`src/rtl/wb_port_arbiter.sv`:
```
`default_nettype none
// ============================================================================
// Module   : wb_port_arbiter
// Purpose  : Round-robin arbiter that merges writeback sources onto the single
//            register-file write port, with a registered output and bypass.
// Revision : 1.0 - initial release
// ============================================================================
module wb_port_arbiter #(
    parameter int NUM_REQ = 3,
    parameter int XLEN    = 32,
    parameter int GW      = $clog2(NUM_REQ)
) (
    input  logic                    clk,
    input  logic                    rst,
    input  logic [NUM_REQ-1:0]      req_valid,
    input  logic [5*NUM_REQ-1:0]    req_addr,
    input  logic [XLEN*NUM_REQ-1:0] req_data,
    output logic [NUM_REQ-1:0]      req_ready,
    output logic                    rd_we,
    output logic [4:0]              rd_addr,
    output logic [XLEN-1:0]         rd_data,
    output logic [GW-1:0]           grant_id,
    input  logic [4:0]              byp_addr,
    output logic                    byp_hit,
    output logic [XLEN-1:0]         byp_data
);

    localparam logic [GW-1:0] C_LAST_RST = GW'(NUM_REQ - 1);

    logic [4:0]      w_addr [NUM_REQ];
    logic [XLEN-1:0] w_data [NUM_REQ];

    logic [GW-1:0]   last_q,    last_d;
    logic [GW-1:0]   grant_q,   grant_d;
    logic            rd_we_q,   rd_we_d;
    logic [4:0]      rd_addr_q, rd_addr_d;
    logic [XLEN-1:0] rd_data_q, rd_data_d;

    logic            w_win_valid;
    logic [GW-1:0]   w_win_idx;

    for (genvar gi = 0; gi < NUM_REQ; gi++) begin : g_unpack
        assign w_addr[gi] = req_addr[5*gi +: 5];
        assign w_data[gi] = req_data[XLEN*gi +: XLEN];
    end

    // Scan starts just past the last winner, so the last winner ranks lowest.
    always_comb begin
        logic [GW-1:0] cand;
        w_win_valid = 1'b0;
        w_win_idx   = '0;
        cand        = '0;
        for (int k = 1; k <= NUM_REQ; k++) begin
            cand = GW'((int'(last_q) + k) % NUM_REQ);
            if (!w_win_valid && req_valid[cand]) begin
                w_win_valid = 1'b1;
                w_win_idx   = cand;
            end
        end
    end

    always_comb begin
        req_ready = '0;
        if (w_win_valid && !rst) begin
            req_ready[w_win_idx] = 1'b1;
        end
    end

    always_comb begin
        last_d    = last_q;
        grant_d   = grant_q;
        rd_addr_d = rd_addr_q;
        rd_data_d = rd_data_q;
        rd_we_d   = 1'b0;
        if (w_win_valid) begin
            last_d    = w_win_idx;
            grant_d   = w_win_idx;
            rd_addr_d = w_addr[w_win_idx];
            rd_data_d = w_data[w_win_idx];
            // x0 writes complete the handshake but never reach the regfile
            rd_we_d   = (w_addr[w_win_idx] != 5'd0);
        end
    end

    always_ff @(posedge clk or posedge rst) begin
        if (rst) begin
            last_q    <= C_LAST_RST;
            grant_q   <= '0;
            rd_we_q   <= 1'b0;
            rd_addr_q <= '0;
            rd_data_q <= '0;
        end else begin
            last_q    <= last_d;
            grant_q   <= grant_d;
            rd_we_q   <= rd_we_d;
            rd_addr_q <= rd_addr_d;
            rd_data_q <= rd_data_d;
        end
    end

    assign rd_we    = rd_we_q;
    assign rd_addr  = rd_addr_q;
    assign rd_data  = rd_data_q;
    assign grant_id = grant_q;
    assign byp_hit  = rd_we_q && (rd_addr_q == byp_addr) && (byp_addr != 5'd0);
    assign byp_data = rd_data_q;

endmodule
`default_nettype wire

```
`config.mk`:
```
export PLATFORM = sky130hd
export DESIGN_NAME = wb_port_arbiter
export DESIGN_NICKNAME = d
export VERILOG_FILES = /design/src/rtl/wb_port_arbiter.sv
export SDC_FILE = /design/constraint.sdc
export NUM_CORES = 1
export LEC_CHECK = 0
export ABC_AREA = 0
export CAP_MARGIN = 20
export CORE_MARGIN = 3
export CORE_UTILIZATION = 35
export DETAILED_ROUTE_END_ITERATION = 16
export GPL_TIMING_DRIVEN = 0
export PLACE_DENSITY = 0.78
export SYNTH_ARGS = -nofsm -noshare
export SYNTH_HDL_FRONTEND = slang
export SYNTH_SLANG_ARGS = --single-unit
```
`constraint.sdc`:
```
create_clock -name clk -period 4.98 [get_ports clk]
set_clock_uncertainty 0.1 [all_clocks]
set_input_delay 0.498 -clock clk [delete_from_list [all_inputs] [get_ports clk]]
set_output_delay 0.498 -clock clk [all_outputs]
set_load 0.03 [all_outputs]
```
==> impl_results.md <==
* Crit path DAT at 3440 ps
* Worst Path Required at 4380 ps
* Max FO, Critical Path at 10
* Gr usage total at 22.98%
* Setup tns final at 0 ps
* Die W at 99.32 µm
* Mapped Avg Cell Area at 8.466 µm²
* FILL cells at 717
* Post-CTS setup buffer count at 0
* Delay of the slowest critical-path stage at 750 ps
* Crit-path cells: ha_1 > buf_2 > inv_1 > a21oi_1 > o211ai_2 > clkbuf_1 > nor4bb_1 > clkdlybuf4s50_1
* FF-to-FF path depth at 9
* CTS Hold Bufs at 0
* Post-DP Area at 5161 µm²
* CTS Buf Count at 5
* Max Clock Freq at 247.4 MHz
* # nets final at 689
* Routability cong. at 0.8904
* Relative slew slack at 60.66%
* Power density over the cells at 864.4 nW/µm²
* Status: finished, final reports clean
* Min Tclk post-route at 4042 ps
* Most frequent cell after synthesis: nor2_1
* Worst slew pin tran at 590.1 ps
* Post-synth top area share at 32.84%
* Netlist cell types at 47
* Drt pass-1 iters at 4
* LEAKAGE at 2.254 nW
* Sink Count at 41
* Final Slew Violations at 0
* Avg WL per Cell at 17.72 µm
* Die Footprint at 9864 µm²
* Hold Crit Class: input pin to async pin
* Hold Fails Final Rpt at 0
* EDFF count, synth at 0
* Root Buffer: clkbuf_8
* Design Area, Final at 5278 µm²
* Top cells by area, synth: dfrtp_1, a311oi_1, buf_4
* Ant. Diodes at 0
* Via count at 3,630
* HPWL Detailed at 9.221 mm
* Wirelength, routed at 11.87 mm
* CORE AREA at 8341 µm²
* Syn. warnings at 0
* Initial DRC count at 169
* Initial Utilization at 36.54%
* CTS tree: done
* Buffers on Ports at 196
* Sequential area share after synthesis at 33.70%
* Share of layout cells above drive strength 1 at 11.68%
* Max H-tree Level at 2
* Area added between synthesis and finish at 73.15%
* Critical Path Sink: req_ready[0]
* Mapped Cells at 360
* Io pins at 197
* First-pass GRT wire length at 18.44 mm
* Vias in the first global route at 3,654
* Primary FF master, synth: dfrtp_1
* Worst vdd ir at 0.0003927 V
* Synth area leader: dfrtp_1
* Non-Filler Instances at 670
* Crit. End Element: primary output
* Resized Gates After CTS at 0
* Syn_nets at 485
* Critical path type: flip-flop to primary output
* Clock-pin transition on the worst setup and hold timing paths at 90 ps
* RR Endpoint: byp_data[1]
* Antenna violations before repair at 0
* Mapped cell area at 3048 µm²
* Rows at 33
* Final ANT Viol Nets at 0
* Worst path slowest cell: clkdlybuf4s50_1
* Die height at 99.32 µm
* RSZ-0062 raised after global routing: false
* Tcrit/Tclk final at 81.17%
* GRT overflow at 0
* Async S/R FF share, synth at 100.0%
* RR Startpoint: last_q[1]
* Worst-skew pair later-pin latency at 290 ps
* Max-Cap Viols at 0
* Maximum buffer depth of the clock tree at 2
* Final setup fails at 0
* Worst reg-to-reg setup slack at 2070 ps
* Placed insts at 662
* Critical Path Source: last_q[1]
* Synth top cells by count: nor2_1, dfrtp_1, nand3_1
* Vias per cell at 5.418
* FF+latch count, synth at 41
* Startpoint Class: flip-flop
* DRC viols at 0
* Fin Hold WS at 386.5 ps
* Pin count of the biggest net entering global routing at 38
## logic make-up after synthesis
logic type / share of synthesized area (%)
xor gates and xnor gates: 1.150
muxes: 0.6568
DFF: 33.70
buffers and inverters: 14.49
AOI/OAI and AO/OA: 30.83
adders and majority gates: 1.642
and+or+nand+nor: 17.53
## per-layer routing
layer	vias up	global-route usage [%]	wire, µm	share of wire [%]
met5	-	0	0	0
li1	1695	-	-	-
met3	29	4.698	895	7.5
met2	185	39.26	5812	49
met4	0	7.353	339	2.9
met1	1721	29.08	4826	41
## cell type report
type | instances | area [µm²] | area share [%]
Buffer | 66 | 422.9 | 8.013
Inverter | 5 | 18.77 | 0.3556
Tap cell | 105 | 131.4 | 2.489
Timing Repair Buffer | 197 | 1982 | 37.55
Multi-Input combinational cell | 248 | 1579 | 29.92
Sequential cell | 41 | 1027 | 19.46
Clock buffer | 7 | 86.33 | 1.636
Clock inverter | 1 | 30.03 | 0.5690
## power breakdown
part	internal, mW	switching, mW
Combinational	1.56	2.02
Clock	0.164	0.124
Sequential	0.533	0.164
Total	2.26	2.30
## layout by cell type (no fill, tap or decap), types with 15 or more instances in the layout
cell / synthesis / layout
o21ai_1: 25 / 25
nand2_1: 17 / 17
clkbuf_1: 19 / 20
clkdlybuf4s50_1: 0 / 196
nor2_1: 42 / 42
buf_4: 34 / 34
a21o_1: 32 / 32
nand3_1: 38 / 38
a311oi_1: 32 / 32
o21ai_0: 15 / 15
dfrtp_1: 40 / 40
## sequential cells by signal, indices dropped and copies added, names as in the netlist
register and flops:
last_q 2, byp_data 32, rd_addr 5, grant_id 1
rd_we 1
## worst max-delay path, delay by kind of cell (launching register included)
family,cells,cell delay (ps)
adder cells (fa/ha/maj),1,220
AO/OA/AOI/OAI,2,530
flip-flops,1,570
buffers and inverters,4,1410
AND/OR/NAND/NOR,1,410
## stage by stage
step	total power, mW	worst slack [ps]	util [%]
floorplan	3.069	1539	-
global placement	4.199	1160	61.64
detailed placement	4.279	1127	61.88
CTS	4.575	918.2	63.28
global route	4.861	715.5	63.28
finish	4.562	937.8	63.28
## how the worst min path moves through the flow
stage                      startpoint          end  cells past startpoint
after global routing              rst   rd_addr[4]                      2
final                             rst    last_q[0]                      2
after CTS                         rst   rd_addr[4]                      2
after floorplan             last_q[1]    last_q[1]                      2
after global placement    grant_id[1]  grant_id[1]                      2
after detailed placement  grant_id[1]  grant_id[1]                      2
(Power assumes the default switching activity.)
